**config.mk**
```make
export PLATFORM = sky130hd
export DESIGN_NAME = pipelined_block_adder_flat
export DESIGN_NICKNAME = d
export VERILOG_FILES = /design/src/rtl/pipelined_block_adder_pkg.sv /design/src/rtl/pipelined_block_adder_if.sv /design/src/rtl/pipelined_block_adder_lookahead_block.sv /design/src/rtl/pipelined_block_adder.sv /design/src/flat_wrapper.sv
export SDC_FILE = /design/constraint.sdc
export NUM_CORES = 1
export LEC_CHECK = 0
export CORE_MARGIN = 2
export CORE_UTILIZATION = 50
export DETAILED_ROUTE_END_ITERATION = 8
export GPL_TIMING_DRIVEN = 0
export MAX_ROUTING_LAYER = met4
export PLACE_DENSITY = 0.75
export SYNTH_ARGS = -nofsm -noshare
export SYNTH_HDL_FRONTEND = slang
export SYNTH_SLANG_ARGS = --single-unit
```
**constraint.sdc**
```tcl
create_clock -name clk -period 6.3 [get_ports clk]
set_input_delay 0.945 -clock clk [delete_from_list [all_inputs] [get_ports clk]]
set_output_delay 0.945 -clock clk [all_outputs]
set_load 0.005 [all_outputs]
```
**src/rtl/pipelined_block_adder_pkg.sv**
```systemverilog
// Shared configuration helpers and mode encoding for the pipelined block adder.
package pipelined_block_adder_pkg;

  localparam logic MODE_ADD = 1'b0;
  localparam logic MODE_SUB = 1'b1;

  // Bits resolved by one pipeline stage.
  function automatic int slice_w(input int bw, input int bps);
    return bw * bps;
  endfunction

  // Number of register-separated stages.
  function automatic int num_stages(input int w, input int bw, input int bps);
    return w / (bw * bps);
  endfunction

  // A configuration is usable only if the width splits evenly into stage slices.
  function automatic bit legal_cfg(input int w, input int bw, input int bps);
    return (w > 1) && (bw > 0) && (bps > 0) && ((w % (bw * bps)) == 0);
  endfunction

endpackage

```
**src/rtl/pipelined_block_adder_if.sv**
```systemverilog
// Streaming request/result bundle for the pipelined block adder.
interface pipelined_block_adder_if #(
  parameter int WIDTH     = 32,
  parameter int TAG_WIDTH = 4
);
  logic                 in_valid;
  logic                 in_ready;
  logic [WIDTH-1:0]     in_a;
  logic [WIDTH-1:0]     in_b;
  logic                 in_cin;
  logic                 in_sub;
  logic [TAG_WIDTH-1:0] in_tag;

  logic                 out_valid;
  logic                 out_ready;
  logic [WIDTH-1:0]     out_sum;
  logic                 out_cout;
  logic                 out_ovf;
  logic [TAG_WIDTH-1:0] out_tag;

  modport master (
    output in_valid, in_a, in_b, in_cin, in_sub, in_tag, out_ready,
    input  in_ready, out_valid, out_sum, out_cout, out_ovf, out_tag
  );

  modport slave (
    input  in_valid, in_a, in_b, in_cin, in_sub, in_tag, out_ready,
    output in_ready, out_valid, out_sum, out_cout, out_ovf, out_tag
  );
endinterface

```
**src/rtl/pipelined_block_adder_lookahead_block.sv**
```systemverilog
// Combinational BW-bit carry-lookahead block: internal carries from bit
// propagate/generate, block carry-out from group generate/propagate.
module lookahead_block #(
  parameter int BW = 4
) (
  input  logic [BW-1:0] a,
  input  logic [BW-1:0] b,
  input  logic          cin,
  output logic [BW-1:0] sum,
  output logic          cout
);
  logic [BW-1:0] p;
  logic [BW-1:0] g;
  logic [BW-1:0] c;
  logic          gg;
  logic          gp;

  assign p = a ^ b;
  assign g = a & b;

  // Group generate/propagate over the whole block.
  always_comb begin
    gg = 1'b0;
    gp = 1'b1;
    for (int i = 0; i < BW; i++) begin
      gg = g[i] | (p[i] & gg);
      gp = gp & p[i];
    end
  end

  // Carry into each bit of the block.
  always_comb begin
    c    = '0;
    c[0] = cin;
    for (int i = 1; i < BW; i++) c[i] = g[i-1] | (p[i-1] & c[i-1]);
  end

  assign sum  = p ^ c;
  assign cout = gg | (gp & cin);
endmodule

```
**src/rtl/pipelined_block_adder.sv**
```systemverilog
// Pipelined add/subtract: one slice of S bits resolved per stage, carry and
// unprocessed operand bits travel down the pipe with a valid/ready chain.
module pipelined_block_adder
  import pipelined_block_adder_pkg::*;
#(
  parameter int WIDTH            = 32,
  parameter int BLOCK_WIDTH      = 4,
  parameter int BLOCKS_PER_STAGE = 2,
  parameter int TAG_WIDTH        = 4
) (
  input  logic              clk,
  input  logic              rst,
  pipelined_block_adder_if.slave bus
);
  localparam int S      = slice_w(BLOCK_WIDTH, BLOCKS_PER_STAGE);
  localparam int STAGES = num_stages(WIDTH, BLOCK_WIDTH, BLOCKS_PER_STAGE);
  localparam int LAST   = STAGES - 1;

  if (!legal_cfg(WIDTH, BLOCK_WIDTH, BLOCKS_PER_STAGE)) begin : g_bad_cfg
    $error("pipelined_block_adder: WIDTH must be a multiple of BLOCK_WIDTH*BLOCKS_PER_STAGE");
  end

  for (genvar k = 0; k < STAGES; k++) begin : g_stg
    logic                 v_q, v_d;
    logic [WIDTH-1:0]     a_q, a_d;
    logic [WIDTH-1:0]     b_q, b_d;
    logic [WIDTH-1:0]     s_q, s_d;
    logic                 c_q, c_d;
    logic [TAG_WIDTH-1:0] t_q, t_d;

    logic                 rdy, rdy_nxt, vin, ld;
    logic [WIDTH-1:0]     a_in, b_in, s_in;
    logic                 c_in;
    logic [TAG_WIDTH-1:0] t_in;
    logic [S-1:0]         sl;
    logic                 bc [BLOCKS_PER_STAGE+1];

    // Stage 0 conditions the raw operands; later stages take the previous registers.
    if (k == 0) begin : g_src
      assign vin  = bus.in_valid;
      assign a_in = bus.in_a;
      assign b_in = (bus.in_sub == MODE_SUB) ? ~bus.in_b   : bus.in_b;
      assign c_in = (bus.in_sub == MODE_SUB) ? ~bus.in_cin : bus.in_cin;
      assign s_in = '0;
      assign t_in = bus.in_tag;
    end else begin : g_src
      assign vin  = g_stg[k-1].v_q;
      assign a_in = g_stg[k-1].a_q;
      assign b_in = g_stg[k-1].b_q;
      assign c_in = g_stg[k-1].c_q;
      assign s_in = g_stg[k-1].s_q;
      assign t_in = g_stg[k-1].t_q;
    end

    if (k == LAST) begin : g_nxt
      assign rdy_nxt = bus.out_ready;
      // Only the sign bits of the operands matter past the last slice.
      logic unused_ops;
      assign unused_ops = ^{a_q[WIDTH-2:0], b_q[WIDTH-2:0]};
    end else begin : g_nxt
      assign rdy_nxt = g_stg[k+1].rdy;
    end

    // An empty stage always loads, so bubbles collapse under backpressure.
    assign rdy = !v_q | rdy_nxt;
    assign ld  = rdy & vin;

    assign bc[0] = c_in;
    for (genvar j = 0; j < BLOCKS_PER_STAGE; j++) begin : g_blk
      lookahead_block #(.BW(BLOCK_WIDTH)) u_blk (
        .a   (a_in[k*S + j*BLOCK_WIDTH +: BLOCK_WIDTH]),
        .b   (b_in[k*S + j*BLOCK_WIDTH +: BLOCK_WIDTH]),
        .cin (bc[j]),
        .sum (sl[j*BLOCK_WIDTH +: BLOCK_WIDTH]),
        .cout(bc[j+1])
      );
    end

    // Next state: splice this stage's slice into the partial result.
    always_comb begin
      v_d          = rdy ? vin : v_q;
      a_d          = a_in;
      b_d          = b_in;
      c_d          = bc[BLOCKS_PER_STAGE];
      t_d          = t_in;
      s_d          = s_in;
      s_d[k*S +: S] = sl;
    end

    // Stage registers; a stalled stage holds everything.
    always_ff @(posedge clk or posedge rst) begin
      if (rst) begin
        v_q <= 1'b0;
        a_q <= '0;
        b_q <= '0;
        s_q <= '0;
        c_q <= 1'b0;
        t_q <= '0;
      end else begin
        v_q <= v_d;
        if (ld) begin
          a_q <= a_d;
          b_q <= b_d;
          s_q <= s_d;
          c_q <= c_d;
          t_q <= t_d;
        end
      end
    end
  end

  assign bus.in_ready  = g_stg[0].rdy;
  assign bus.out_valid = g_stg[LAST].v_q;
  assign bus.out_sum   = g_stg[LAST].s_q;
  assign bus.out_cout  = g_stg[LAST].c_q;
  assign bus.out_tag   = g_stg[LAST].t_q;
  assign bus.out_ovf   = (g_stg[LAST].a_q[WIDTH-1] == g_stg[LAST].b_q[WIDTH-1]) &
                         (g_stg[LAST].s_q[WIDTH-1] != g_stg[LAST].a_q[WIDTH-1]);
endmodule

```
**src/flat_wrapper.sv**
```systemverilog
// flat-port wrapper written by rule: the top's interface ports become plain ports
module pipelined_block_adder_flat import pipelined_block_adder_pkg::*;
#(
  parameter int WIDTH            = 32,
  parameter int BLOCK_WIDTH      = 4,
  parameter int BLOCKS_PER_STAGE = 2,
  parameter int TAG_WIDTH        = 4
)
  (clk, rst, bus_in_valid, bus_in_a, bus_in_b, bus_in_cin, bus_in_sub, bus_in_tag, bus_out_ready, bus_in_ready, bus_out_valid, bus_out_sum, bus_out_cout, bus_out_ovf, bus_out_tag);
  pipelined_block_adder_if #(.WIDTH(WIDTH), .TAG_WIDTH(TAG_WIDTH)) bus_i ();
  input  logic clk;
  input  logic rst;
  input wire logic [$bits(bus_i.in_valid)-1:0] bus_in_valid;
  input wire logic [$bits(bus_i.in_a)-1:0] bus_in_a;
  input wire logic [$bits(bus_i.in_b)-1:0] bus_in_b;
  input wire logic [$bits(bus_i.in_cin)-1:0] bus_in_cin;
  input wire logic [$bits(bus_i.in_sub)-1:0] bus_in_sub;
  input wire logic [$bits(bus_i.in_tag)-1:0] bus_in_tag;
  input wire logic [$bits(bus_i.out_ready)-1:0] bus_out_ready;
  output wire logic [$bits(bus_i.in_ready)-1:0] bus_in_ready;
  output wire logic [$bits(bus_i.out_valid)-1:0] bus_out_valid;
  output wire logic [$bits(bus_i.out_sum)-1:0] bus_out_sum;
  output wire logic [$bits(bus_i.out_cout)-1:0] bus_out_cout;
  output wire logic [$bits(bus_i.out_ovf)-1:0] bus_out_ovf;
  output wire logic [$bits(bus_i.out_tag)-1:0] bus_out_tag;
  assign bus_i.in_valid = bus_in_valid;
  assign bus_i.in_a = bus_in_a;
  assign bus_i.in_b = bus_in_b;
  assign bus_i.in_cin = bus_in_cin;
  assign bus_i.in_sub = bus_in_sub;
  assign bus_i.in_tag = bus_in_tag;
  assign bus_i.out_ready = bus_out_ready;
  assign bus_in_ready = bus_i.in_ready;
  assign bus_out_valid = bus_i.out_valid;
  assign bus_out_sum = bus_i.out_sum;
  assign bus_out_cout = bus_i.out_cout;
  assign bus_out_ovf = bus_i.out_ovf;
  assign bus_out_tag = bus_i.out_tag;
  pipelined_block_adder #(.WIDTH(WIDTH), .BLOCK_WIDTH(BLOCK_WIDTH), .BLOCKS_PER_STAGE(BLOCKS_PER_STAGE), .TAG_WIDTH(TAG_WIDTH)) u_core (.clk(clk), .rst(rst), .bus(bus_i));
endmodule
```
======== After elaboration in Yosys (flattened, before gate mapping) ========
Index checks and enable logic that the tools add are counted.
storage, ports and cells
  register bits ........................... 360
  input port bits ......................... 74
  output and inout bits ................... 40
  logic and storage cells ................. 203
cells by class
  equal/unequal tests ..................... 2
  muxes and demuxes ....................... 2
  bitwise operators ....................... 171
  reduce and logical (&&, ||, !) cells .... 4
operator list
  kind                 count
  1-bit bitwise AND    85
  4-bit XOR            16
  1-bit bitwise OR     60
  4-bit bitwise AND    8
  32-bit 2-to-1 mux    1
  32-bit inverter      1
  1-bit logical NOT    4
  1-bit equality test  1
  1-bit 2-to-1 mux     1
  1-bit != test        1
  1-bit inverter       1

======== Depth between registers and ports, before layout ========
Gate-level depths: netlist of the first run.
  depth in word-level cells ............... 17
  mapped depth ............................ 12
  mapped depth without buffers ............ 10

======== Cells and area by module ========
Synthesis of the first run repeated with hierarchy kept, for this count alone.
unflattened totals
  cells, all modules ...................... 626
  area, all modules ....................... 9320.2 µm²
modules (own cells, without submodules)
  module                 times used  cells an instance  area each (µm²)  seq. area each (µm²)
  pipelined_block_adder  1           474                7838.8           5054.8
  lookahead_block        8           19                 185.2            0.0

======== Least setup slack after synthesis of the first run ========
No wires, ideal clock.
  path kind ............................... in2reg
  start point ............................. input bus_in_sub
  end point ............................... register u_core.g_stg[0].s_q[7]
  setup time .............................. 0.083 ns
  arrival ................................. 3.471 ns
  required time ........................... 6.217 ns
  setup slack ............................. 2.746 ns
  stages .................................. 12
  path buffers ............................ 2
  cell sequence ........................... buf_2 buf_2 xor2_1 ha_1 nand2_1 o21ai_0 a31oi_1 fa_1 fa_1 fa_1 xor2_1 o21ai_0
between the ends
  word-level cells in the longest chain between the ends .. 16
  elaborated cells on any way between the ends .. 24
  classes of those cells .................. 2 x mux; 22 x bitwise
RTL lines
  element                                                line                                                                                      source
  start, declared                                        flat_wrapper.sv:17                                                                        input wire logic [$bits(bus_i.in_sub)-1:0] bus_in_sub;
  32-bit 2-to-1 mux                                      pipelined_block_adder.sv:42                                                               assign b_in = (bus.in_sub == MODE_SUB) ? ~bus.in_b : bus.in_b;
  4-bit XOR / 4-bit bitwise AND (equally long branches)  pipelined_block_adder_lookahead_block.sv:18, pipelined_block_adder_lookahead_block.sv:19
  1-bit bitwise AND                                      pipelined_block_adder_lookahead_block.sv:26                                               gg = g[i] | (p[i] & gg);
  1-bit bitwise OR                                       pipelined_block_adder_lookahead_block.sv:26
  1-bit bitwise AND                                      pipelined_block_adder_lookahead_block.sv:26
  1-bit bitwise OR                                       pipelined_block_adder_lookahead_block.sv:26
  1-bit bitwise AND                                      pipelined_block_adder_lookahead_block.sv:26
  1-bit bitwise OR                                       pipelined_block_adder_lookahead_block.sv:26
  1-bit bitwise OR                                       pipelined_block_adder_lookahead_block.sv:39                                               assign cout = gg | (gp & cin);
  1-bit bitwise AND                                      pipelined_block_adder_lookahead_block.sv:35                                               for (int i = 1; i < BW; i++) c[i] = g[i-1] | (p[i-1] & c[i-1]);
  1-bit bitwise OR                                       pipelined_block_adder_lookahead_block.sv:35
  1-bit bitwise AND                                      pipelined_block_adder_lookahead_block.sv:35
  1-bit bitwise OR                                       pipelined_block_adder_lookahead_block.sv:35
  1-bit bitwise AND                                      pipelined_block_adder_lookahead_block.sv:35
  1-bit bitwise OR                                       pipelined_block_adder_lookahead_block.sv:35
  4-bit XOR *                                            pipelined_block_adder_lookahead_block.sv:38                                               assign sum = p ^ c;
  end signal, assigned                                   pipelined_block_adder.sv:96                                                               s_q <= '0;
  end signal, assigned                                   pipelined_block_adder.sv:104                                                              s_q <= s_d;
  end, declared                                          pipelined_block_adder.sv:27                                                               logic [WIDTH-1:0] s_q, s_d;
Every way passes the cells marked *; elsewhere a longest branch is shown, timed or not.
A chain may end at the register's enable or synchronous reset.

======== Final worst setup path of the first run ========
Same ends and word-level chain as after synthesis.

==> flow_summary.ini, run 1 <==
[status]
run_status = complete, no violations

[cts]
cts.sinks = 202
cts_hold_buf = 0
post_cts_resized = 0
clk_path_buf_depth = 3
cts.htree.levels = 1
post_cts_buffers = 0
clkTransAtPathRegs_ps = 60
cts-buffers-inserted = 22
cts_tree = done
clock_latency_ps = 490
cts_root_buf = clkbuf_16

[timing]
fmax_mhz = 274
hold_viol = 0
rsz0062_at_grt = false
finalCritPeriodShare = 0.579
finClkSkew_ps = 9.57
slew_viol_final = 0
setup_ws_ps = 2650
layout_min_cycle_time_ps = 3650
relSlewSlack = 0.483
setup_tns_ps = 0
setup_viol = 0
worst_slew_pin_slew_ps = 774

[layout]
final_nets = 927
nFillCells = 1312
final_area_mm2 = 0.0112
drive_gt1_frac = 0.254
multi_input_comb_area_mm2 = 0.00372
area_growth_pct = 24.3
seqCellArea_mm2 = 0.00505

[floorplan]
initial_core_util = 0.507
core_region_area_mm2 = 0.0178
num_rows = 49
num_io_pins = 114
die-area_mm2 = 0.0192
die_h_um = 139
die_x_um = 139

[global_route]
use_met2 = 0.359
grt.met1_usage = 0.239
busiest_layer = met2
gr-total-overflow = 0
grtUsageTotal = 0.202
grt_pass1_vias = 6055
use_met3 = 0.0322
grt_max_degree = 46
grt_pass1_wl_um = 30200
antenna_found_initial = 1

[drt]
dr.pass1.iters = 4
drc = 0
first_iter_violations = 184
vias = 5421
routed_wl_um = 18300
antenna_left = 0
wl_per_cell_um = 17.6
vias_per_cell = 5.21

[worst_setup_path]
endpoint_kind = flop
reg2regPathDepth = 8
worst_path_most_repeated_cell = fa_1
path_class = in2reg
crit_fanout = 10
cpMaxStageDelayCell = fa_1
critical_path.cell_chain = buf_2 -> buf_2 -> xor2_1 -> ha_1 -> nand2_1 -> o21ai_0 -> a31oi_1 -> fa_1 -> fa_1 -> fa_1 -> xor2_1 -> o21ai_0
slowest_delay_ps = 410
critPathArrivalTime_ps = 4000
startpoint_type = primary input
worst_ep_required_time_ps = 6650

[synthesis]
netlist_instances = 657
yosysWarnings = 0
synthTopCellsByCount = dfrtp_1 (202), mux2_2 (140), nand2_1 (56)
synth_edf_count = 0
yosysTopAreaCellShare = 0.559
syn-cell-area_mm2 = 0.00905
synth_most_common_cell = dfrtp_1
syn_nets = 787
ys.flop_type = dfrtp_1
seq_area_frac_synth = 0.559
ys_ff_latch = 202
synth.top_cells.by_area = dfrtp_1 (56%), mux2_2 (17%), fa_1 (5.3%), ha_1 (4.4%), xnor2_1 (2.9%)
yosys.cell_types.count = 32
synthArstFlopShare = 1.00
avgSynthCellArea_um2 = 13.8
synth_top_area_cell = dfrtp_1

[power_and_ir_drop]
switchingPower_mw = 1.35
comb_power_share = 0.303
ir_drop_mv = 0.268
clkPwrFrac = 0.261
power_density_mw_per_mm2 = 421
p_seq_frac = 0.435
p_int_mw = 3.38
power.share.switching = 0.286
p_leak_nw = 4.97

[min_path]
min_path_type = reg2reg
worstHoldPathCells = 2

[run]
cap_violations = 0

[placement]
placed_area_mm2 = 0.0105
portBuffers = 112
routabilityCongestion = 0.857
hpwl_um = 13700
dp_slack_ps = 2140
## final cells by class
type	count	share of cell area
flip-flops and latches	202	0.450
multi-input cells	400	0.331
repair buffers	116	0.107
clock buffers	35	0.0588
well taps	229	0.0255
plain buffers	29	0.0159
inverters	26	0.00901
clock inverters	3	0.00356
diodes	1	0.000223
## worst max-delay path: cells and delay by family
kind,cells,cell delay [ps]
xor+xnor,2,410
fa+ha+maj,4,1520
simple gates,1,50
compound gates,3,450
buf+inv,2,610
## final timing paths
kind / startpoint / endpoint / slack [ps]
setup / recovery: bus_in_sub / u_core.g_stg[0].s_q[7]$_DFFE_PP0P_ / 2650
hold reg to reg: u_core.g_stg[0].b_q[16]$_DFFE_PP0P_ / u_core.g_stg[0].b_q[16]$_DFFE_PP0P_ / 480
max in group asynchronous: rst / u_core.g_stg[0].a_q[19]$_DFFE_PP0P_ / 4110
min in group asynchronous: rst / u_core.bus.out_tag[0]$_DFFE_PP0P_ / 940
hold / removal: u_core.g_stg[0].b_q[16]$_DFFE_PP0P_ / u_core.g_stg[0].b_q[16]$_DFFE_PP0P_ / 480
setup reg to reg: u_core.g_stg[1].b_q[16]$_DFFE_PP0P_ / u_core.g_stg[2].s_q[22]$_DFFE_PP0P_ / 3150
## power groups by stage
| stage | logic [mW] | clock network, mW | registers [mW] |
|---|---|---|---|
| finish | 1.43 | 1.23 | 2.06 |
| global route | 1.59 | 1.31 | 2.12 |
| CTS | 1.46 | 1.26 | 2.06 |
| detailed placement | 1.45 | 0 | 2.08 |
| global placement | 1.35 | 0 | 2.05 |
| floorplan | 0.902 | 0 | 1.99 |
## registers in the layout (all words and copies together), names as in the netlist
register	flops
u_core.g_stg.a_q	49
u_core.g_stg.b_q	49
u_core.g_stg.s_q	48
u_core.bus.out_sum	32
u_core.g_stg.t_q	12
u_core.bus.out_tag	4
u_core.g_stg.c_q	3
u_core.g_stg.v_q	3
u_core.bus.out_cout	1
u_core.bus.out_valid	1
## cell families after synthesis
logic type / Yosys count / share of synthesized area
XOR/XNOR: 41 / 0.0397
buffers and inverters: 55 / 0.0306
adder cells (fa/ha/maj): 56 / 0.0973
AO/OA/AOI/OAI: 74 / 0.0449
flip-flops: 202 / 0.559
AND/OR/NAND/NOR: 73 / 0.0350
multiplexers: 156 / 0.194
## cell usage in the layout (no fill, tap or decap), types with 17 or more instances in the layout
cell / count
dfrtp_1: 202
mux2_2: 140
clkdlybuf4s50_1: 112
nand2_1: 56
o21ai_0: 48
ha_1: 32
xnor2_1: 30
inv_1: 25
fa_1: 24
clkbuf_16: 23
buf_2: 17
## through the flow
| stage | instances | utilization | power (mW) | hold WS [ps] |
|---|---|---|---|---|
| after detailed placement | 1002 | 0.591 | 3.53 | 468 |
| after CTS | 1040 | 0.630 | 4.79 | 482 |
| after floorplan | 657 | - | 2.89 | 446 |
| after global placement | 998 | 0.586 | 3.40 | 457 |
| final | 1041 | 0.630 | 4.73 | 475 |
| after global routing | 1041 | 0.630 | 5.02 | 494 |
## routing by layer
metal | wire length, um | part of all wire
met4 | 474 | 0.026
met3 | 710 | 0.039
met1 | 7490 | 0.41
met2 | 9650 | 0.53
met5 | 0 | 0
Note: power is estimated with default switching activity, not from simulation.
==> run 2, diff against run 1 <==
CORE_UTILIZATION = 55   (was 50)
PLACE_DENSITY = 0.78   (was 0.75)
clock period = 3.6 ns   (was 6.3 ns; I/O delays follow)
==> flow_summary.ini, run 2 (same netlist as run 1, synthesis figures left out) <==
[status]
run_status = complete, no violations

[worst_setup_path]
critical_path.cell_chain = buf_2 -> buf_2 -> xor2_1 -> ha_1 -> nand2_1 -> o21ai_0 -> a31oi_1 -> fa_1 -> fa_1 -> fa_1 -> xor2_1 -> o21ai_0
cpMaxStageDelayCell = fa_1
worstReg2RegEnd = u_core.bus.out_sum[30]$_DFFE_PP0P_
r2r_start = u_core.g_stg[2].b_q[24]$_DFFE_PP0P_
r2r_slack_ps = 470
crit_fanout = 10
endpoint_kind = flop
cpLargestDelayFamily = adder cells
startpoint_type = primary input
critPathArrivalTime_ps = 3520
cp-startpoint = bus_in_sub
worst_ep_required_time_ps = 3950
worst_path_most_repeated_cell = fa_1
reg2regPathDepth = 9
path_class = in2reg
worstSetupEndpoint = u_core.g_stg[0].s_q[7]$_DFFE_PP0P_
crit_buf_inv = 2
slowest_delay_ps = 410
path_depth = 12

[layout]
largest_registers = u_core.g_stg.a_q x49, u_core.g_stg.b_q x49, u_core.g_stg.s_q x48
area_growth_pct = 23.4
multi_input_comb_area_mm2 = 0.00372
drive_gt1_frac = 0.260
nFillCells = 1139
final_common_cell = dfrtp_1
seqCellArea_mm2 = 0.00505
mostFrequentLayoutCells = dfrtp_1 (202), mux2_2 (140), clkdlybuf4s50_1 (112)
final_area_mm2 = 0.0112
final_nets = 926

[cts]
post_cts_resized = 0
cts.htree.levels = 1
cts_hold_buf = 0
clk_path_buf_depth = 3
cts.sinks = 202
cts_root_buf = clkbuf_16
post_cts_buffers = 0
cts-buffers-inserted = 21
cts_tree = done
clock_latency_ps = 490
clkTransAtPathRegs_ps = 60

[timing]
relSlewSlack = 0.442
hold_viol = 0
fmax_mhz = 316
setup_viol = 0
finalCritPeriodShare = 0.880
layout_min_cycle_time_ps = 3170
worst_slew_pin_slew_ps = 835
slew_viol_final = 0
rsz0062_at_grt = false
finClkSkew_ps = 10.9

[global_route]
busiest_layer = met2
use_met3 = 0.0342
grt_pass1_wl_um = 29800
grt_pass1_vias = 5950
grt.met1_usage = 0.267
grtUsageTotal = 0.220
grt_max_degree = 46
use_met2 = 0.384
gr-total-overflow = 0
antenna_found_initial = 1

[min_path]
min_path_type = reg2reg
worstHoldPathCells = 2

[placement]
placed_area_mm2 = 0.0105
portBuffers = 112
hpwl_um = 13200
routabilityCongestion = 0.867

[drt]
wl_per_cell_um = 17.5
vias = 5455
antenna_left = 0
first_iter_violations = 190
drc = 0
vias_per_cell = 5.31
routed_wl_um = 18000
dr.pass1.iters = 4

[power_and_ir_drop]
power_density_mw_per_mm2 = 724
p_leak_nw = 4.95
power_mw = 8.08
ir_drop_mv = 0.370

[floorplan]
die_x_um = 132
core_region_area_mm2 = 0.0160
num_rows = 46
die-area_mm2 = 0.0175
num_io_pins = 114
die_h_um = 132
initial_core_util = 0.566

[run]
cap_violations = 0
[run 2: cell count changes in the layout (fill, tap and decap cells not counted)]
| cell | previous run | this run |
|---|---|---|
| bufinv_16 | 1 | 0 |
| clkbuf_8 | 4 | 3 |
| clkbuf_16 | 23 | 21 |
| clkbuf_1 | 10 | 4 |
| clkinvlp_4 | 1 | 2 |
| inv_6 | 0 | 1 |
| clkinv_2 | 2 | 9 |
[run 2: final cells by class]
class	count	area share
Inverter	26	0.00908
Timing Repair Buffer	116	0.108
Buffer	29	0.0160
Clock inverter	11	0.00549
Antenna cell	1	0.000224
Multi-Input combinational cell	400	0.333
Tap cell	216	0.0242
Sequential cell	202	0.453
Clock buffer	26	0.0515
[run 2: how the worst min path moves through the flow]
stage                                   startpoint                                   to
3_5_place_dp    u_core.g_stg[0].s_q[4]$_DFFE_PP0P_   u_core.g_stg[0].s_q[4]$_DFFE_PP0P_
3_3_place_gp   u_core.g_stg[0].b_q[28]$_DFFE_PP0P_  u_core.g_stg[0].b_q[28]$_DFFE_PP0P_
6_report        u_core.bus.out_sum[27]$_DFFE_PP0P_   u_core.bus.out_sum[27]$_DFFE_PP0P_
5_1_grt         u_core.g_stg[0].t_q[2]$_DFFE_PP0P_   u_core.g_stg[0].t_q[2]$_DFFE_PP0P_
2_1_floorplan  u_core.g_stg[0].b_q[16]$_DFFE_PP0P_  u_core.g_stg[0].b_q[16]$_DFFE_PP0P_
4_1_cts         u_core.g_stg[0].s_q[4]$_DFFE_PP0P_   u_core.g_stg[0].s_q[4]$_DFFE_PP0P_
[run 2: per-layer routing]
layer / vias to the layer above / share of wire
met4: 0 / 0.029
met2: 120 / 0.52
li1: 2523 / -
met5: - / 0
met3: 36 / 0.041
met1: 2776 / 0.41
[run 2: through the flow]
step	util	instances	TNS, ps	setup WS (ps)	hold WS, ps
5_1_grt	0.698	1027	0	242	502
6_report	0.698	1027	0	433	474
3_5_place_dp	0.658	989	-72.5	-72.5	467
2_1_floorplan	-	657	0	444	446
3_3_place_gp	0.653	985	-181430	-912	458
4_1_cts	0.697	1026	0	430	482
[run 2: worst register-to-register path: stages, from the launching register on]
cell and delay (ps):
dfrtp_1 400, ha_1 300, a21oi_1 140, o21ai_0 130
o21ai_0 220, nand2b_1 120, fa_1 450, fa_1 470
fa_1 500, mux2_2 280
[run 2: where the power goes]
group	total [mW]	internal (mW)	switching, mW
sequential	3.60	3.08	0.521
combinational	2.49	1.50	0.989
clock	1.99	1.13	0.854
==> run 3, diff against run 2 <==
PLACE_DENSITY = 0.79   (was 0.78)
SLEW_MARGIN = 20   (was unset)
==> flow_summary.ini, run 3 (same netlist as run 1, synthesis figures left out) <==
[status]
run_status = complete, no violations

[floorplan]
initial_core_util = 0.566
core_region_area_mm2 = 0.0160
num_io_pins = 114
num_rows = 46
die_h_um = 132
die_x_um = 132
die-area_mm2 = 0.0175

[drt]
vias_per_cell = 5.36
vias = 5504
routed_wl_um = 18400
drc = 0
antenna_left = 0
dr.pass1.iters = 4
wl_per_cell_um = 18.0
first_iter_violations = 165

[worst_setup_path]
cp-startpoint = bus_in_sub
endpoint_kind = flop
crit_fanout = 10
path_class = in2reg
startpoint_type = primary input
r2r_start = u_core.g_stg[1].b_q[16]$_DFFE_PP0P_
worst_ep_required_time_ps = 3960
critPathArrivalTime_ps = 3600

[cts]
post_cts_buffers = 0
cts.sinks = 202
cts-buffers-inserted = 21
cts_root_buf = clkbuf_16
cts_tree = done
cts_hold_buf = 0
clock_latency_ps = 490
cts.htree.levels = 1
clk_path_buf_depth = 3
post_cts_resized = 0
clkTransAtPathRegs_ps = 60

[layout]
drive_gt1_frac = 0.259
layout.cells.non_filler = 1027
nFillCells = 1106
final_common_cell = dfrtp_1
final_nets = 928
area_growth_pct = 24.5
largest_registers = u_core.g_stg.a_q x49, u_core.g_stg.b_q x49, u_core.g_stg.s_q x48
final_area_mm2 = 0.0113
mostFrequentLayoutCells = dfrtp_1 (202), mux2_2 (140), clkdlybuf4s50_1 (112)
final_core_util = 0.704

[timing]
hold_viol = 0
setup_viol = 0
fmax_mhz = 308
rsz0062_at_grt = false
layout_min_cycle_time_ps = 3240
finalCritPeriodShare = 0.900
setup_tns_ps = 0
slew_viol_final = 0
relSlewSlack = 0.569
whs_ps = 361
setup_ws_ps = 358
finClkSkew_ps = 13.0
worst_slew_pin_slew_ps = 640

[global_route]
grt_max_degree = 38
antenna_found_initial = 1
grt_pass1_vias = 6057
gr-total-overflow = 0
grt_pass1_wl_um = 30500
grtUsageTotal = 0.227

[placement]
portBuffers = 112
dp_slack_ps = -176
dpl.cell_count = 991
routabilityCongestion = 0.856
hpwl_um = 13600
placed_area_mm2 = 0.0106

[power_and_ir_drop]
power_density_mw_per_mm2 = 742
p_leak_nw = 4.99
ir_drop_mv = 0.385
power_mw = 8.36

[run]
cap_violations = 0

[min_path]
min_path_type = in2async
[run 3: cell count changes in the layout (fill, tap and decap cells not counted), sizes merged]
| cell | change |
|---|---|
| bufinv | +4 |
| clkinv | -4 |
| buf | +2 |
| clkbuf | -1 |
| inv | -1 |
[run 3: layout make-up]
class	count	area (um^2)	area share
inverter	26	101	0.00899
multi-input combinational	400	3720	0.330
buffer	29	179	0.0159
sequential	202	5050	0.449
tap	216	270	0.0240
antenna	1	2.50	0.000222
clock buffer	25	551	0.0489
clock inverter	10	153	0.0135
timing repair buffer	118	1240	0.110
[run 3: critical path, cell delays in order]
cell and delay [ps]:
buf_2 200, buf_2 360, xor2_1 150, ha_1 320, nand2_1 50, o21ai_0 160, a31oi_1 200, fa_1 430
fa_1 390, fa_1 390, xor2_1 280, o21ai_0 110
[run 3: path summary, 6_finish.rpt]
kind                                                             to  cells after the start  slack (ps)
min in group clk                u_core.g_stg[0].b_q[25]$_DFFE_PP0P_                      2         480
worst max-delay path             u_core.g_stg[0].s_q[7]$_DFFE_PP0P_                     12         360
max in group asynchronous        u_core.bus.out_sum[14]$_DFFE_PP0P_                      5        2340
worst min-delay path              u_core.bus.out_tag[2]$_DFFE_PP0P_                      2         360
worst min register to register  u_core.g_stg[0].b_q[25]$_DFFE_PP0P_                      2         480
worst max register to register  u_core.g_stg[2].s_q[22]$_DFFE_PP0P_                      8         450
[run 3: report_power, final]
| group | internal (mW) | switching [mW] |
|---|---|---|
| registers | 3.08 | 0.521 |
| clock network | 1.37 | 0.857 |
| logic | 1.52 | 1.01 |
[run 3: per-layer routing]
metal | global-route usage | share of wire | vias up
li1 | - | - | 2531
met1 | 0.268 | 0.40 | 2807
met2 | 0.396 | 0.53 | 117
met3 | 0.0338 | 0.038 | 49
met4 | 0.0836 | 0.036 | 0
met5 | - | 0 | -
